## src/rtl/cpu_ram_ctrl.sv

```systemverilog
// ---------------------------------------------------------------------------
// cpu_ram_ctrl
// Data-memory controller downstream of top_cpu. It accepts one request per
// en_ram_in strobe while idle, inserts WAIT_CYCLES wait states, then performs
// a single access to an internal single-port RAM. Completion is signalled with
// a one-cycle ready_out pulse. Requests that arrive while busy are dropped.
//
// Optional feature: define CPU_RAM_CLEAR_EN to add a CLEAR state after reset
// that zeroes every RAM word, one per cycle, before the block goes idle.
//
// Parameters:
//   DATA_W      word width
//   ADDR_W      address width (depth = 2**ADDR_W)
//   WAIT_CYCLES wait states before the array access (0..15)
//
// Ports:
//   clk        rising-edge clock
//   rst        synchronous active-high reset
//   en_ram_in  request strobe
//   we_in      1 = write, 0 = read (qualified by en_ram_in)
//   addr_in    word address
//   data_in    write data
//   data_out   registered read data, holds the last read value
//   ready_out  one-cycle completion pulse (reads and writes)
//   busy       high while the controller is not idle
// ---------------------------------------------------------------------------
module cpu_ram_ctrl #(
   parameter int DATA_W      = 16,
   parameter int ADDR_W      = 8,
   parameter int WAIT_CYCLES = 2
) (
   input  logic              clk,
   input  logic              rst,
   input  logic              en_ram_in,
   input  logic              we_in,
   input  logic [ADDR_W-1:0] addr_in,
   input  logic [DATA_W-1:0] data_in,
   output logic [DATA_W-1:0] data_out,
   output logic              ready_out,
   output logic              busy
);

`ifdef CPU_RAM_CLEAR_EN
   typedef enum logic [2:0] {ST_CLEAR, ST_IDLE, ST_WAIT, ST_ACCESS, ST_DONE} state_t;
   localparam state_t RST_STATE = ST_CLEAR;
   localparam logic   BUSY_RST  = 1'b1;
`else
   typedef enum logic [2:0] {ST_IDLE, ST_WAIT, ST_ACCESS, ST_DONE} state_t;
   localparam state_t RST_STATE = ST_IDLE;
   localparam logic   BUSY_RST  = 1'b0;
`endif

   localparam logic [3:0] WAIT_INIT = 4'(WAIT_CYCLES);

   logic [DATA_W-1:0] mem [2**ADDR_W];

   state_t            state, state_nxt;
   logic [3:0]        cnt, cnt_nxt;
   logic              accept;

   // request captured at the accepting edge; live inputs are ignored after it
   logic [ADDR_W-1:0] addr_r;
   logic              we_r;
   logic [DATA_W-1:0] data_r;

   logic              mem_we;
   logic [ADDR_W-1:0] mem_waddr;
   logic [DATA_W-1:0] mem_wdata;

`ifdef CPU_RAM_CLEAR_EN
   logic [ADDR_W-1:0] clr_addr;
`endif

   // ---------------------------------------------------------------- next state
   always_comb begin
      state_nxt = state;
      cnt_nxt   = cnt;
      accept    = 1'b0;
      case (state)
`ifdef CPU_RAM_CLEAR_EN
         // the edge that writes the last word also leaves CLEAR
         ST_CLEAR:  if (&clr_addr) state_nxt = ST_IDLE;
`endif
         ST_IDLE: begin
            if (en_ram_in) begin
               accept = 1'b1;
               if (WAIT_CYCLES == 0) begin
                  state_nxt = ST_ACCESS;
               end else begin
                  state_nxt = ST_WAIT;
                  cnt_nxt   = WAIT_INIT;
               end
            end
         end
         ST_WAIT: begin
            cnt_nxt = cnt - 4'd1;
            if (cnt <= 4'd1) state_nxt = ST_ACCESS;
         end
         ST_ACCESS: state_nxt = ST_DONE;
         ST_DONE:   state_nxt = ST_IDLE;
         default:   state_nxt = RST_STATE;
      endcase
   end

   // ---------------------------------------------------------------- RAM port
   // rst suppresses any write on its edge, so a write whose access edge meets
   // reset is discarded.
   always_comb begin
      mem_we    = (state == ST_ACCESS) && we_r && !rst;
      mem_waddr = addr_r;
      mem_wdata = data_r;
`ifdef CPU_RAM_CLEAR_EN
      if (state == ST_CLEAR) begin
         mem_we    = !rst;
         mem_waddr = clr_addr;
         mem_wdata = '0;
      end
`endif
   end

   // array has no reset: contents survive rst unless the clear feature runs
   always_ff @(posedge clk) begin
      if (mem_we) mem[mem_waddr] <= mem_wdata;
   end

   // ---------------------------------------------------------------- control
   // ready_out and busy are registered from the current state, so they trail
   // the state register by one edge.
   always_ff @(posedge clk) begin
      if (rst) begin
         state     <= RST_STATE;
         cnt       <= 4'd0;
         data_out  <= '0;
         ready_out <= 1'b0;
         busy      <= BUSY_RST;
         addr_r    <= '0;
         we_r      <= 1'b0;
         data_r    <= '0;
      end else begin
         state     <= state_nxt;
         cnt       <= cnt_nxt;
         ready_out <= (state == ST_DONE);
         busy      <= (state != ST_IDLE);
         if (accept) begin
            addr_r <= addr_in;
            we_r   <= we_in;
            data_r <= data_in;
         end
         if (state == ST_ACCESS && !we_r) data_out <= mem[addr_r];
      end
   end

`ifdef CPU_RAM_CLEAR_EN
   always_ff @(posedge clk) begin
      if (rst)                    clr_addr <= '0;
      else if (state == ST_CLEAR) clr_addr <= clr_addr + 1'b1;
   end
`endif

endmodule

```

## config.mk

```make
export PLATFORM = sky130hd
export DESIGN_NAME = cpu_ram_ctrl
export DESIGN_NICKNAME = d
export VERILOG_FILES = /design/src/rtl/cpu_ram_ctrl.sv
export SDC_FILE = /design/constraint.sdc
export NUM_CORES = 2
export LEC_CHECK = 0
export BUFFER_PORTS_ARGS = -buffer_cell sky130_fd_sc_hd__clkbuf_2
export CELL_PAD_IN_SITES_DETAIL_PLACEMENT = 1
export CELL_PAD_IN_SITES_GLOBAL_PLACEMENT = 1
export CORE_MARGIN = 2
export CORE_UTILIZATION = 56
export DETAILED_ROUTE_END_ITERATION = 10
export PLACE_DENSITY_LB_ADDON = 0.1
export SYNTH_ARGS = -nofsm -noshare
export SYNTH_HDL_FRONTEND = slang
export SYNTH_SLANG_ARGS = --single-unit
```

## constraint.sdc

```tcl
create_clock -name clk -period 5.4 [get_ports clk]
set_clock_uncertainty 0.2 [all_clocks]
set_input_delay 0.27 -clock clk [delete_from_list [all_inputs] [get_ports clk]]
set_output_delay 0.27 -clock clk [all_outputs]
set_load 0.01 [all_outputs]
```

==> metrics.yaml <==
setup_path:
  required_ps: 6020
  cp-start-kind: "flop"
  cp_slowest_stage_delay_ps: 1270
  cp-end-kind: "flop"
  arrival_ps: 5930
  cpMostUsedCell: "buf_4"
  crit_slowest_cell: "nor4_1"
  critPathMaxFanout: 30
  critPathKind: "reg2reg"
  cp_cell_sequence: "buf_4 > buf_4 > buf_4 > mux4_2 > a22oi_1 > a21oi_1 > nor4_1 > a311o_1 > o21ai_1"
placement:
  dp.cells: 11200
  place.gp.congestion: 0.872
  place_hpwl_um: 285000
  numPortBuffers: 45
  preCtsSetupSlack_ps: 261
sta:
  worstMarginPinSlew_ps: 1510
  timing.final.hold_violations: 0
  setup_tns_ps: 0
  worst_slack_ps: 93.7
  slew_viol_final: 2
  setup_viol: 0
  finalCriticalPeriod_ps: 5310
  rsz0062_at_grt: "false"
  relSlewSlack_pct: -1.54
  timing.final.crit_share_pct: 98.3
  fmax_mhz: 188
logic_synthesis:
  postSynthCellCount: 7342
  seq_area_frac_synth_pct: 78.1
  mappedNetlistArea_um2: 159000
  synthFlopType: "edfxtp_1"
  syn_nets: 7377
  ys_warn_count: 0
  synth_cell_types: 73
  async_reset_ff_share_pct: 0
  synth_edf_count: 4096
  avgSynthCellArea_um2: 21.6
  synth-seq-cells: 4145
power:
  powerDensity_nw_per_um2: 425
  p_leak_nw: 56.8
  ir_drop_mv: 0.325
  finalPower_mw: 76.9
grt:
  grt_max_degree: 176
  grt_pass1_vias: 85400
  met2_usage_pct: 52.2
  top_usage_layer: "met2"
  overflow: 0
  grt_usage_pct: 32.9
  antenna_found_initial: 21
  gr-usage-met1_pct: 44.9
  grt_util_met3_pct: 6.74
  grt_pass1_wl_um: 662000
run:
  cap_viol_max_count: 1
cts:
  path_clk_slew_ps: 60
  insertion_delay_ps: 980
  postCtsSetupBuffers: 0
  cts-root-buf: "clkbuf_16"
  cts.sinks: 4145
  cts_tree: "built"
  htree_levels: 5
  clock_path_buffers: 4
  numCtsBuffers: 417
route:
  initialDrtViolationCount: 10700
  first_pass_iters: 6
  routedWlPerCell_um: 38.7
  antenna_left: 0
  via_per_inst: 6.80
  drt_wl_total_um: 469000
  via_count: 82300
  drc_errors: 0
cells_and_area:
  final_common_cell: "edfxtp_1"
  drive_gt1_share_pct: 26.4
  stdcell_count: 12100
  final_cell_mix: "edfxtp_1, mux4_2, buf_4"
  nets: 8043
  area_delta_synth_final_pct: 13.9
run_status:
  violations: "max-capacitance violations, max-slew violations"
  status: "finished with violations"
floorplan:
  die_x_um: 536
  die_y_um: 536
  initial_core_util_pct: 56.3
  ios: 46
  dieArea_um2: 288000
  core-area_um2: 282000
  rows: 195
min_path:
  hold_path_class: "reg2reg"
path summary, 6_finish.rpt:
path,from,end,slack [ps],depth (start not counted)
hold reg to reg,cnt[1],cnt[1],320,2
setup reg to reg,addr_r[0],data_out[6],90,9
setup / recovery,addr_r[0],data_out[6],90,9
hold / removal,cnt[1],cnt[1],320,2
cell type report:
| type | count | area (µm²) |
|---|---|---|
| antenna | 13 | 32.5 |
| clock buffer | 512 | 10900 |
| clock inverter | 249 | 2400 |
| fill | 22600 | 101000 |
| inverter | 9 | 41.3 |
| multi-input combinational | 2742 | 32600 |
| sequential | 4145 | 124000 |
| tap | 3743 | 4680 |
| timing repair buffer | 693 | 6070 |
synth_stat cells, types with 10 or more instances:
cell type  instances  area, µm²
mux4_2           925      20800
a221oi_1          39        342
nor3_1            52        260
o21ai_0           29        145
buf_1             19       71.3
nor4_1            11       68.8
buf_6             22        248
a2111oi_0         12        105
clkbuf_1         163        612
a22oi_1          172       1290
mux2i_1          277       2770
nor2_1           355       1330
buf_4            101        758
nand3_1           47        235
buf_2            140        701
dfxtp_1           49        981
edfxtp_1        4096     123000
nor2b_1           10       62.6
o221ai_1          11       96.3
and3_1            17        106
o22ai_1          112        701
a31oi_1           22        138
nand4_1           42        263
mux2_2            11        124
nand2_1          284       1070
a32oi_1           45        394
o22a_1            10       87.6
a21oi_1           85        425
a22o_1            34        298
a32o_1            12        120
o211ai_1          10       75.1
sequential cells by signal (all words and copies together), names as in the netlist:
| name | cells |
|---|---|
| mem | 4096 |
| data_out | 16 |
| data_r | 16 |
| addr_r | 8 |
| cnt | 4 |
| state | 2 |
| busy | 1 |
| ready_out | 1 |
| we_r | 1 |
routing by layer:
layer | routed length (µm) | part of all wire, % | up-vias
met4 | 23700 | 5.1 | 18
li1 | - | - | 32300
met3 | 44900 | 9.6 | 980
met2 | 226000 | 48 | 4646
met5 | 138 | 0.029 | -
met1 | 174000 | 37 | 44400
power by group:
| part | leakage [nW] | internal, mW | switching (mW) | total (mW) |
|---|---|---|---|---|
| registers | 38.2 | 36.8 | 0.632 | 37.4 |
| logic | 12.1 | 3.67 | 7.27 | 10.9 |
| clock network | 6.46 | 16.3 | 12.3 | 28.6 |
| total | 56.8 | 56.7 | 20.2 | 76.9 |
stage by stage:
step	hold WS, ps	util [%]	area (µm²)
floorplan	206	-	159000
global route	336	64.1	181000
finish	319	64.1	181000
detailed placement	296	59.0	166000
global placement	281	59.0	166000
CTS	253	64.1	181000
critical path: cells and delay by family (launching register included):
family                 cells  cell delay, ps
muxes                      1             530
and+or+nand+nor            1            1270
buffers and inverters      3            1120
DFF                        1            1090
AOI/OAI and AO/OA          4             890
cells by family after synthesis:
family | after synthesis | synth area share, %
DFF | 4145 | 78.1
adders and majority gates | 7 | 0.0552
and+or+nand+nor | 875 | 2.41
buffers and inverters | 455 | 1.53
AOI/OAI and AO/OA | 646 | 2.94
muxes | 1214 | 15.0
timing repair:
item / 4_1_cts / 5_1_grt
hold buffers: 100 / 0
resized for setup: 0 / 0
endpoints found under the hold margin: 39 / 0
Note: power is estimated with default switching activity, not from simulation.
